$ cat src/rtl/ddr_dly_tap_ctrl.sv
// Delay-line tap sequencer for one IOD lane: turns a target-tap request into LOAD/MOVE/DIRECTION pulses.
// Optional macro DDR_DLY_TAP_CTRL_RELOAD_ON_ERR_EN: an out-of-range step re-centres the line to LOAD_TAP.
module ddr_dly_tap_ctrl #(
   parameter int TAP_W    = 8,
   parameter int TAP_MAX  = 127,
   parameter int LOAD_TAP = 1,
   parameter int MOVE_GAP = 3
) (
   input  logic             FAB_CLK,
   input  logic             ARST,
   input  logic             REQ_VALID,
   input  logic [TAP_W-1:0] REQ_TAP,
   input  logic             REQ_LOAD,
   output logic             REQ_READY,
   output logic             DONE,
   output logic             ERR,
   output logic [TAP_W-1:0] CUR_TAP,
   output logic             BUSY,
   output logic             DELAY_LINE_LOAD,
   output logic             DELAY_LINE_MOVE,
   output logic             DELAY_LINE_DIRECTION,
   input  logic             DELAY_LINE_OUT_OF_RANGE
);

   localparam logic [TAP_W-1:0] TAP_MAX_V  = TAP_W'(TAP_MAX);
   localparam logic [TAP_W-1:0] LOAD_TAP_V = TAP_W'(LOAD_TAP);
   localparam logic [3:0]       GAP_LAST   = 4'(MOVE_GAP - 1);

   typedef enum logic [2:0] {IDLE, CHK, LOAD, MOVE, GAP, FIN} state_t;

   state_t           state, state_nxt;
   logic [TAP_W-1:0] tgt;
   logic [TAP_W-1:0] tap_step;
   logic             load_req;
   logic             after_load;
   logic [3:0]       gap_cnt;
   logic             gap_last;
   logic             accept;
   logic             err_set;
   logic             dir_set;
   logic             step_ok;

   assign accept   = (state == IDLE) && REQ_VALID;
   assign gap_last = (gap_cnt == 4'd0);
   assign tap_step = DELAY_LINE_DIRECTION ? CUR_TAP + 1'b1 : CUR_TAP - 1'b1;
   assign step_ok  = (state == GAP) && gap_last && !after_load && !DELAY_LINE_OUT_OF_RANGE;

   always_ff @(posedge FAB_CLK or posedge ARST) begin
      if (ARST) state <= IDLE;
      else      state <= state_nxt;
   end

   // The re-check after a successful step is folded into the last gap cycle,
   // so each step costs exactly one move cycle plus MOVE_GAP settle cycles.
   always_comb begin
      state_nxt       = state;
      err_set         = 1'b0;
      dir_set         = 1'b0;
      REQ_READY       = 1'b0;
      BUSY            = 1'b1;
      DONE            = 1'b0;
      DELAY_LINE_LOAD = 1'b0;
      DELAY_LINE_MOVE = 1'b0;
      case (state)
         IDLE: begin
            REQ_READY = 1'b1;
            BUSY      = 1'b0;
            if (REQ_VALID) state_nxt = CHK;
         end
         CHK: begin
            if (load_req) state_nxt = LOAD;
            else if (tgt > TAP_MAX_V) begin
               err_set   = 1'b1;
               state_nxt = FIN;
            end else if (tgt == CUR_TAP) state_nxt = FIN;
            else begin
               dir_set   = 1'b1;
               state_nxt = MOVE;
            end
         end
         LOAD: begin
            DELAY_LINE_LOAD = 1'b1;
            state_nxt       = GAP;
         end
         MOVE: begin
            DELAY_LINE_MOVE = 1'b1;
            state_nxt       = GAP;
         end
         GAP: begin
            if (gap_last) begin
               if (after_load) state_nxt = FIN;
               else if (DELAY_LINE_OUT_OF_RANGE) begin
                  err_set = 1'b1;
`ifdef DDR_DLY_TAP_CTRL_RELOAD_ON_ERR_EN
                  state_nxt = LOAD;
`else
                  state_nxt = FIN;
`endif
               end else if (tap_step == tgt) state_nxt = FIN;
               else state_nxt = MOVE;
            end
         end
         FIN: begin
            DONE      = 1'b1;
            state_nxt = IDLE;
         end
         default: state_nxt = IDLE;
      endcase
   end

   always_ff @(posedge FAB_CLK or posedge ARST) begin
      if (ARST) begin
         ERR                  <= 1'b0;
         CUR_TAP              <= LOAD_TAP_V;
         DELAY_LINE_DIRECTION <= 1'b0;
         gap_cnt              <= 4'd0;
         after_load           <= 1'b0;
      end else begin
         if (accept)       ERR <= 1'b0;
         else if (err_set) ERR <= 1'b1;
         if (dir_set) DELAY_LINE_DIRECTION <= (tgt > CUR_TAP);
         if (state == LOAD) CUR_TAP <= LOAD_TAP_V;
         else if (step_ok)  CUR_TAP <= tap_step;
         if (state == LOAD || state == MOVE) begin
            gap_cnt    <= GAP_LAST;
            after_load <= (state == LOAD);
         end else if (state == GAP && !gap_last) begin
            gap_cnt <= gap_cnt - 4'd1;
         end
      end
   end

   // Request fields are only consulted after an accept, so they carry no reset.
   always_ff @(posedge FAB_CLK) begin
      if (accept) begin
         tgt      <= REQ_TAP;
         load_req <= REQ_LOAD;
      end
   end

endmodule

$ cat config.mk
export PLATFORM = sky130hd
export DESIGN_NAME = ddr_dly_tap_ctrl
export DESIGN_NICKNAME = d
export VERILOG_FILES = /design/src/rtl/ddr_dly_tap_ctrl.sv
export SDC_FILE = /design/constraint.sdc
export NUM_CORES = 1
export LEC_CHECK = 0
export ABC_AREA = 1
export ABC_CLOCK_PERIOD_IN_PS = 2350
export BUFFER_PORTS_ARGS = -buffer_cell sky130_fd_sc_hd__clkbuf_2
export CAP_MARGIN = 40
export CELL_PAD_IN_SITES_DETAIL_PLACEMENT = 2
export CELL_PAD_IN_SITES_GLOBAL_PLACEMENT = 2
export CORE_MARGIN = 10
export CORE_UTILIZATION = 30
export DETAILED_ROUTE_END_ITERATION = 8
export PLACE_DENSITY_LB_ADDON = 0.15
export SETUP_SLACK_MARGIN = 0.3
export SYNTH_ARGS = -nofsm -noshare
export SYNTH_HDL_FRONTEND = slang
export SYNTH_SLANG_ARGS = --single-unit
export TNS_END_PERCENT = 20
$ cat constraint.sdc
create_clock -name FAB_CLK -period 2.35 [get_ports FAB_CLK]
set_input_delay 0.47 -clock FAB_CLK [delete_from_list [all_inputs] [get_ports FAB_CLK]]
set_output_delay 0.47 -clock FAB_CLK [all_outputs]
set_load 0.01 [all_outputs]
==> summary.md, run 1 <==
| Metric | Value |
|---|---|
| Outcome | finished, final reports clean |
| Post-synth EDFFs | 9 |
| Post-synthesis compound-gate area fraction | roughly a tenth |
| Worst Skew | 0.0100 ns |
| Post-DP HPWL | 4.70 mm |
| Fillers | 735 |
| Rows | 28 |
| Max Fclk | roughly 0.47 GHz |
| Slew Limit Fails | 0 |
| Routed WL | 5.68 mm |
| Register area share after synthesis | 38.2% |
| Vias per inst | 4.88 |
| Initial drt markers | 31 |
| Die area | 9870 um^2 |
| Final Hold Vio Count | 0 |
| MaxCap Viol Count | 0 |
| First-pass GRT wire length | between 9 and 10 mm |
| Mapped Avg Cell Area | around 7.8 um^2 |
| Adder-Cell Fraction of Synth Area | about an eighth |
| Main combinational cell family by area after synthesis | simple AND/OR/NAND/NOR gates |
| Pwr per Cell Area | ~1400 nW/um^2 |
| Initial antenna violation count | 0 |
| Least-Margin Pin Slew | 0.388 ns |
| H-tree depth | 1 |
| Worst-path maximum fanout | 8 |
| Final worst-path cycle share | 89.6% |
| CTS buffer count | 3 |
| Drt pass-1 iters | 3 |
| Die X | 99.4 um |
| Synth Cell Area | 1890 um^2 |
| Critical Path AT | between 2 and 2.5 ns |
| Nets | between 300 and 400 |
| Worst Setup Path Type | reg2reg |
| Area leader, netlist | dfrtp_1 |
| HP Class | in2async |
| Fin area | 2280 um^2 |
| Post-route setup slack | roughly 0.24 ns |
| Post-synth top area share | between 20% and 30% |
| Initial Utilization | approximately a third |
| Hold slack | about 0.08 ns |
| Leakage power | 1.17 nW |
| Drc violations | 0 |
| DRT antenna net count | 0 |
| Crit-path cells | inv_4 -> fa_2 -> inv_2 -> a21oi_2 -> o21ai_1 -> nor2_2 -> nand2_1 -> nor2_2 -> nand2_1 -> nor2_2 -> nand2_1 -> nand2_1 -> nand2_1 -> nand2_1 -> nand2_1 -> nand2_1 |
| Post-Syn Nets | 271 |
| Routed wire per std cell | 15.9 um |
| Register bit count reported by yosys | 27 |
| RSZ-0062 raised after global routing | true |
| Number of global-route vias before repair | 1968 |
| IO Pins | 28 |
| Synth warn | 0 |
| Max_slew headroom | 73.9% |
| Worst setup EP type | flop |
| Main synth FF type | dfrtp_1 |
| Chip Height | 99.4 um |
| Worst skew pair latency | 0.28 ns |
| GR Util All Layers | around an eighth |
| Largest stage delay, worst path | around 0.55 ns |
| Post-Synth XOR/XNOR Area | 0.464% |
| Placed Area | 2150 um^2 |
| Worst VDD drop | between 0.4 and 0.5 mV |
| Area contributors post-synth | dfrtp_1 (23%), edfxtp_1 (14%), ha_1 (11%) |
| Share of cells above drive strength 1 | 27.0% |
| Total power | about 3 mW |
| DP Cell Count | between 300 and 400 |
| GRT overflow | 0 |
| Final std cells w/o fill | about 360 |
| Mux contribution to synthesized area | 0% |
| P&R area growth vs syn | 20.6% |
| Clock tree buffer depth | 2 |
| Cells after synthesis | 241 |
| Core ar. | 6030 um^2 |
| Hold-fix buffers, CTS | 0 |
| Simple-Gate Fraction of Synth Area | 29.3% |
| Port Buffers | 27 |
| DR vias | approximately 1700 |
| Sink Count | 27 |
| Fin util | a little under two fifths |
| # diodes | 0 |
| Place WS | 0.0645 ns |
| Post-synth cell types | 27 |
| # setup viols final | 0 |
| Req. time, crit path | 2.58 ns |
| Largest net degree at the start of global routing | 17 |
| Most frequent cells after synthesis | inv_1 (46), nand2_1 (45), nor2_1 (18) |
| Root Buffer | clkbuf_8 |
| Routability cong. | about 0.75 |
| Cell mode on critical path | nand2_1 |
| Top-count cell post-synth | inv_1 |
| Worst setup SP type | flop |
| CTS tree | done |
| FFs w/ async S/R, synth | 66.7% |
| Setup TNS Final | 0 ns |
| Min Clock Period, post-route | 2.11 ns |
| Reg clk slew, reported paths | 0.10 ns |
| Worst path slowest cell | fa_2 |
==> cell families after synthesis <==
group | Yosys count
compound gates | 34
xor+xnor | 1
simple gates | 111
fa+ha+maj | 17
flops | 27
buf+inv | 51
==> sequential cells by signal, summed over array words and instances, names as in the netlist <==
signal,flops
load_req,1
gap_cnt,4
CUR_TAP,8
after_load,1
ERR,1
DELAY_LINE_DIRECTION,1
tgt,8
state,3
==> cell usage in the layout, fill, tap and decap left out <==
cell type,n
a21oi_1,13
a21oi_2,2
buf_16,1
buf_4,10
clkbuf_1,1
clkbuf_2,27
clkbuf_8,3
dfrtp_1,16
dfrtp_2,1
dfstp_2,1
edfxtp_1,9
fa_2,1
ha_1,16
inv_1,44
inv_2,5
inv_4,1
nand2_1,45
nand2_2,8
nand3_1,15
nand3_2,7
nand3b_1,2
nand3b_2,1
nand4_1,1
nor2_1,16
nor2_2,5
nor2_4,2
nor3_1,7
nor3_2,1
nor3b_1,1
o21ai_0,7
o21ai_1,1
o21bai_1,2
o22ai_1,9
xnor2_1,1
==> repair_timing <==
item	in CTS	in global routing
resized for setup	5	5
endpoints found under the setup margin	2	2
buffers inserted	7	1
pin swaps	2	5
==> worst max-delay path, delay by kind of cell, from the launching register on <==
kind | cells | cell delay, ns
adder cells (fa/ha/maj) | 1 | 0.55
AO/OA/AOI/OAI | 2 | 0.18
flip-flops | 1 | 0.40
buffers and inverters | 2 | 0.13
AND/OR/NAND/NOR | 11 | 0.80
==> per-layer routing <==
| layer | share of wire, % | vias to the layer above | global-route usage (%) |
|---|---|---|---|
| met5 | 0 | - | 0 |
| li1 | - | 864 | - |
| met2 | 47 | 22 | 18.9 |
| met3 | 3.2 | 4 | 2.28 |
| met4 | 0.76 | 0 | 2.32 |
| met1 | 49 | 851 | 16.1 |
==> layout make-up <==
type / count / area, um^2 / share of cell area (%)
timing repair buffer: 38 / 238 / 10.4
clock buffer: 4 / 45.0 / 1.98
multi-input combinational: 163 / 988 / 43.4
inverter: 50 / 190 / 8.35
tap: 75 / 93.8 / 4.12
sequential: 27 / 723 / 31.7
==> power breakdown <==
| part | switching [mW] | internal (mW) |
|---|---|---|
| Clock | 0.155 | 0.122 |
| Sequential | 0.145 | 0.669 |
| Combinational | 1.25 | 0.750 |
| Total | 1.55 | 1.54 |
==> path summary, 6_finish.rpt <==
| kind | slack (ns) | end | start | cells after the start |
|---|---|---|---|---|
| min in group FAB_CLK | 0.36 | tgt[0]$_DFFE_PP_ | REQ_TAP[0] | 1 |
| max in group asynchronous | 1.85 | CUR_TAP[0]$_DFFE_PP1P_ | ARST | 3 |
| setup reg to reg | 0.24 | state[2]$_DFFE_PP0P_ | DELAY_LINE_DIRECTION$_DFFE_PP0P_ | 16 |
| hold reg to reg | 0.51 | ERR$_DFFE_PP0P_ | ERR$_DFFE_PP0P_ | 2 |
| hold / removal | 0.08 | CUR_TAP[3]$_DFFE_PP0P_ | ARST | 2 |
| setup / recovery | 0.24 | state[2]$_DFFE_PP0P_ | DELAY_LINE_DIRECTION$_DFFE_PP0P_ | 16 |
(Power assumes the default switching activity.)
==> run 2: changes to the inputs <==
- CORE_ASPECT_RATIO: not set -> 1.25
- RECOVER_POWER: not set -> 25
==> run 2 against run 1 <==
Compared with the run above:
- final cell count grew 2.8%
- sequential share of layout area shrank 0.36 points
- clock power grew 2%
- via count shrank 0.92%
- critical endpoint unchanged
- largest cell class unchanged
- highest routed layer unchanged
==> summary.md, run 2 (synthesis results as in run 1) <==
| Metric | Value |
|---|---|
| Setup crit end | state[2]$_DFFE_PP0P_ |
| Max_slew headroom | 30.8% (-43 points) |
| Worst setup EP type | flop |
| Largest stage delay, worst path | 0.41 ns (-0.14 ns) |
| Placed Area | 2170 um^2 (+0.58%) |
| R2R depth | 17 (+1) |
| First-pass GRT wire length | 9.74 mm (about the same) |
| Final worst-path cycle share | 88.7% (-0.97 points) |
| Place WS | 0.104 ns (+0.0397 ns) |
| # setup viols final | 0 (unchanged) |
| Reg clk slew, reported paths | 0.10 ns (about the same) |
| Setup TNS Final | 0 ns (unchanged) |
| Slew Limit Fails | 0 (unchanged) |
| Max Fclk | 0.480 GHz (+1.1%) |
| DP Cell Count | 355 (+2.9%) |
| Worst Skew | 0.00526 ns (-0.00478 ns) |
| Internal Pwr Total | 1.57 mW (+2.0%) |
| HP Class | in2async |
| Req. time, crit path | 2.52 ns (-0.06 ns) |
| Rows | 32 (+14%) |
| Clock tree buffer depth | 2 (unchanged) |
| Die area | 9890 um^2 (+0.20%) |
| Hold-fix buffers, CTS | 0 (unchanged) |
| Worst Setup Path Type | reg2reg |
| Final Hold Vio Count | 0 (unchanged) |
| IO Pins | 28 (unchanged) |
| Share of cells above drive strength 1 | 27.3% (+0.35 points) |
| Sink Count | 27 (unchanged) |
| Biggest regs | CUR_TAP: 8 flops, tgt: 8 flops, gap_cnt: 4 flops |
| Worst skew pair latency | 0.28 ns (about the same) |
| RR Startpoint | DELAY_LINE_DIRECTION$_DFFE_PP0P_ |
| Fin area | 2300 um^2 (+1.2%) |
| Most frequent cells in the layout | inv_1 (45), nand2_1 (45), clkbuf_2 (27) |
| Final std cells w/o fill | 367 (+2.8%) |
| Least-Margin Pin Slew | 1.04 ns (+0.650 ns) |
| Worst setup path start | DELAY_LINE_DIRECTION$_DFFE_PP0P_ |
| Reg2reg end | state[2]$_DFFE_PP0P_ |
| # diodes | 0 (unchanged) |
| R2r setup slk | 0.27 ns (+0.02 ns) |
| Port Buffers | 27 (unchanged) |
| DRT antenna net count | 0 (unchanged) |
| Worst VDD drop | 0.420 mV (+2.0%) |
| Drc violations | 0 (unchanged) |
| Routed WL | 5.71 mm (+0.40%) |
| Largest net degree at the start of global routing | 18 (+1) |
| Outcome | finished, final reports clean |
| Clock share of power | 9.0% (about the same) |
| Die X | 91.0 um (-8.4%) |
| Total power | 3.13 mW (+1.3%) |
| Worst-path maximum fanout | 6 (-2) |
| DR vias | 1725 (-0.92%) |
| Chip Height | 109 um (+9.4%) |
| Crit-path cells | inv_4 -> buf_4 -> ha_1 -> nand2_1 -> inv_1 -> a21oi_4 -> nand2_2 -> nand2_1 -> nand3_2 -> nand2_1 -> nor2_1 -> nand2_1 -> nand2_1 -> nand2_1 -> nand2_1 -> nand2_1 -> nand2_1 |
| Drt pass-1 iters | 4 (+1) |
| Routed wire per std cell | 15.6 um (-2.3%) |
| RSZ-0062 raised after global routing | true |
| MaxCap Viol Count | 0 (unchanged) |
| Worst setup SP type | flop |
| P&R area growth vs syn | 22.0% |
| Initial Utilization | 30.6% (-0.71 points) |
| Root Buffer | clkbuf_8 |
| Cell family with most CP delay | simple AND/OR/NAND/NOR gates |
| Min Clock Period, post-route | 2.08 ns (-0.0228 ns) |
| Initial antenna violation count | 0 (unchanged) |
| Critical Path AT | 2.26 ns (-0.07 ns) |
| CTS tree | done |
| Nets | 313 (unchanged) |
| Post-route setup slack | 0.266 ns (+0.0228 ns) |
| WP depth | 17 (+1) |
| GRT overflow | 0 (unchanged) |
| Core ar. | 6170 um^2 (+2.3%) |
| CTS buffer count | 3 (unchanged) |
| GR Util All Layers | 12.0% (+0.12 points) |
| Sw frac | 49.8% (-0.36 points) |
| Leakage power | 1.17 nW (-0.52%) |
| Post-DP HPWL | 4.68 mm (-0.28%) |
| Vias per inst | 4.70 (-3.6%) |
| H-tree depth | 1 (unchanged) |
| Seq pwr share | 26.0% (-0.3 points) |
| Pwr per Cell Area | 1360 nW/um^2 (+0.15%) |
| Cell mode on critical path | nand2_1 |
| Comb pwr share | 65.0% (+0.3 points) |
| Routability cong. | 0.756 (+0.68%) |
| Number of global-route vias before repair | 1976 (+0.41%) |
| CP Buf/Inv Count | 3 (+1) |
| Worst path slowest cell | dfrtp_1 |
| Initial drt markers | 73 (+140%) |
| Net switching power | 1.56 mW (+0.58%) |
[run 2: how the worst min path moves through the flow]
stage,end,slack [ns],cells after the start
6_report,CUR_TAP[2]$_DFFE_PP0P_,0.005,2
5_1_grt,CUR_TAP[2]$_DFFE_PP0P_,0.002,2
4_1_cts,CUR_TAP[2]$_DFFE_PP0P_,0.05,2
3_5_place_dp,CUR_TAP[2]$_DFFE_PP0P_,0.35,2
3_3_place_gp,ERR$_DFFE_PP0P_,0.50,2
2_1_floorplan,CUR_TAP[1]$_DFFE_PP0P_,0.41,1
[run 2: power groups by stage]
| stage | clock (mW) | sequential (mW) | combinational, mW |
|---|---|---|---|
| 6_report | 0.281 | 0.814 | 2.04 |
| 5_1_grt | 0.305 | 0.843 | 2.36 |
| 4_1_cts | 0.288 | 0.814 | 2.06 |
| 3_5_place_dp | 0 | 0.831 | 1.88 |
| 3_3_place_gp | 0 | 0.828 | 1.81 |
| 2_1_floorplan | 0 | 0.811 | 1.31 |
[run 2: metal layers]
layer	vias up	GRT usage, %	wire length [um]
met1	840	13.6	2460
li1	863	-	-
met2	17	23.4	3080
met3	5	1.51	123
met4	0	2.35	45
met5	-	0	0
[run 2: stage by stage]
| step | hold slack, ns | utilization, % |
|---|---|---|
| global placement | 0.496 | 34.7 |
| finish | 0.00533 | 37.4 |
| detailed placement | 0.354 | 35.1 |
| global route | 0.00242 | 37.4 |
| floorplan | 0.408 | - |
| CTS | 0.0457 | 37.5 |
[run 2: repair_timing]
item	CTS	global route
resized for setup	8	4
setup buffers	8	0
pin swaps	4	1
setup endpoints to repair	2	2
[run 2: area by class of cell]
cell class	count	area [um^2]
clock buffers	3	41.3
clock inverters	1	5.00
fillers	759	3860
inverters	50	190
multi-input cells	163	1020
flip-flops and latches	27	723
well taps	85	106
repair buffers	38	214
==> run 3: changes to the inputs <==
- PLACE_DENSITY_LB_ADDON: 0.15 -> 0.1
==> run 3 against run 2 <==
Compared with the run above:
- the run now ends with setup timing left
- non-clock buffer count down 3
- sequential power increased by 3.4%
- design area grew 0.38%
- fmax shrank 12%
- clock power about the same
- worst setup slack got worse by 0.27 ns
==> summary.md, run 3 (synthesis results as in run 1) <==
| Metric | Value |
|---|---|
| HP Class | in2async |
| Nets | 310 (-0.96%) |
| GRT overflow | 0 (unchanged) |
| Failing checks | setup timing |
| Reg clk slew, reported paths | 0.10 ns (about the same) |
| Leakage power | 1.14 nW (-2.4%) |
| Setup TNS Final | -0.00668 ns (-0.00668 ns) |
| Number of global-route vias before repair | 2030 (+2.7%) |
| Routed wire per std cell | 16.1 um (+3.4%) |
| Comb pwr share | 64.5% (-0.5 points) |
| Worst-path maximum fanout | 3 (-3) |
| Vias per inst | 4.74 (+0.82%) |
| Max_slew headroom | 38.6% (+7.9 points) |
| Share of cells above drive strength 1 | 26.5% (-0.78 points) |
| Drt pass-1 iters | 4 (unchanged) |
| Post-route setup slack | -0.00668 ns (-0.273 ns) |
| Initial drt markers | 35 (-52%) |
| Final Hold Vio Count | 0 (unchanged) |
| Biggest regs | CUR_TAP: 8 flops, tgt: 8 flops, gap_cnt: 4 flops |
| Clock share of power | 8.8% (-0.2 points) |
| Hold slack | 0.0768 ns (+0.0715 ns) |
| Hold-fix buffers, CTS | 0 (unchanged) |
| CTS tree | done |
| Worst Setup Path Type | reg2reg |
| Largest net degree at the start of global routing | 16 (-2) |
| CTS buffer count | 3 (unchanged) |
| Worst skew pair latency | 0.28 ns (about the same) |
| Seq pwr share | 26.7% (+0.7 points) |
| # setup viols final | 1 (+1) |
| IO Pins | 28 (unchanged) |
| Sw frac | 49.6% (-0.15 points) |
| Initial Utilization | 30.6% (unchanged) |
| # diodes | 0 (unchanged) |
| Least-Margin Pin Slew | 0.920 ns (-0.118 ns) |
| Routability cong. | 0.756 (about the same) |
| Initial antenna violation count | 0 (unchanged) |
| Worst VDD drop | 0.455 mV (+8.2%) |
| Clock tree buffer depth | 2 (unchanged) |
| Fin util | 37.5% (+0.14 points) |
| Min Clock Period, post-route | 2.36 ns (+0.273 ns) |
| Pwr per Cell Area | 1360 nW/um^2 (+0.41%) |
| Die X | 91.0 um (unchanged) |
| DR vias | 1725 (unchanged) |
| Rows | 32 (unchanged) |
| Outcome | finished with violations |
| MaxCap Viol Count | 0 (unchanged) |
| Slew Limit Fails | 0 (unchanged) |
| First-pass GRT wire length | 9.86 mm (+1.2%) |
| Port Buffers | 27 (unchanged) |
| DP Cell Count | 355 (unchanged) |
| Critical Path AT | 2.53 ns (+0.27 ns) |
| Fillers | 767 (+1.1%) |
| RSZ-0062 raised after global routing | true |
| Placed Area | 2170 um^2 (unchanged) |
| Routed WL | 5.85 mm (+2.6%) |
| Final worst-path cycle share | 100% (+12 points) |
| Drc violations | 0 (unchanged) |
| P&R area growth vs syn | 22.5% |
| Root Buffer | clkbuf_8 |
| Total power | 3.16 mW (+0.79%) |
| Core ar. | 6170 um^2 (unchanged) |
| GR Util All Layers | 12.1% (+0.092 points) |
| Chip Height | 109 um (unchanged) |
| Net switching power | 1.57 mW (+0.49%) |
| Final std cells w/o fill | 364 (-0.82%) |
| Sink Count | 27 (unchanged) |
| Worst setup SP type | flop |
| Die area | 9890 um^2 (unchanged) |
| DRT antenna net count | 0 (unchanged) |
| Fin area | 2310 um^2 (+0.38%) |
| Place WS | -0.0900 ns (-0.194 ns) |
| Internal Pwr Total | 1.59 mW (+1.1%) |
| Worst setup EP type | flop |
| Most frequent cells in the layout | inv_1 (45), nand2_1 (45), clkbuf_2 (27) |
| Req. time, crit path | 2.52 ns (about the same) |
| Max Fclk | 0.424 GHz (-12%) |
| Worst Skew | 0.00552 ns (+0.000263 ns) |
| H-tree depth | 1 (unchanged) |
| Post-DP HPWL | 4.81 mm (+2.7%) |
==> run 3: layer usage <==
layer  GRT usage, %  part of all wire, %  up-vias
met1           13.3                   41      854
met2           23.8                   57       14
met4           2.69                 0.68        0
met3           1.72                  2.0        4
li1               -                    -      853
met5              0                    0        -
==> run 3: worst paths after layout <==
check,from,cells past startpoint,slack [ns],to
min in group FAB_CLK,REQ_LOAD,1,0.36,load_req$_DFFE_PP_
setup reg to reg,DELAY_LINE_DIRECTION$_DFFE_PP0P_,14,-0.007,state[1]$_DFFE_PP0P_
hold reg to reg,ERR$_DFFE_PP0P_,2,0.51,ERR$_DFFE_PP0P_
setup / recovery,DELAY_LINE_DIRECTION$_DFFE_PP0P_,14,-0.007,state[1]$_DFFE_PP0P_
max in group asynchronous,ARST,3,1.18,CUR_TAP[4]$_DFFE_PP0P_
hold / removal,ARST,2,0.08,CUR_TAP[2]$_DFFE_PP0P_
==> run 3: cell type report <==
| class | count | area [um^2] | area share [%] |
|---|---|---|---|
| Multi-Input combinational cell | 163 | 1060 | 45.7 |
| Clock buffer | 4 | 45.0 | 1.95 |
| Sequential cell | 27 | 722 | 31.2 |
| Timing Repair Buffer | 35 | 191 | 8.27 |
| Inverter | 50 | 191 | 8.27 |
| Tap cell | 85 | 106 | 4.60 |
==> run 3: repair_timing <==
| action | 4_1_cts | 5_1_grt |
|---|---|---|
| pin swaps | 0 | 2 |
| buffers inserted | 3 | 2 |
| gates resized for setup | 5 | 9 |
| endpoints found under the setup margin | 2 | 3 |
==> run 3: critical path, stage by stage, from the launching register on <==
cell        delay (ns)
dfrtp_1           0.42
clkinvlp_4        0.15
fa_2              0.54
inv_1             0.07
a21oi_2           0.13
o21ai_1           0.10
nor2_2            0.13
nand2_1           0.06
nor2_1            0.08
nand2_1           0.07
nor2_1            0.13
nand2_1           0.10
buf_4             0.15
nand3_1           0.06
a21oi_1           0.06
==> run 3: power by group through the flow <==
stage | Sequential, mW | Clock [mW] | Combinational [mW]
6_report | 0.842 | 0.279 | 2.03
3_5_place_dp | 0.833 | 0 | 1.88
2_1_floorplan | 0.811 | 0 | 1.31
3_3_place_gp | 0.832 | 0 | 1.81
5_1_grt | 0.873 | 0.306 | 2.38
4_1_cts | 0.825 | 0.285 | 1.95
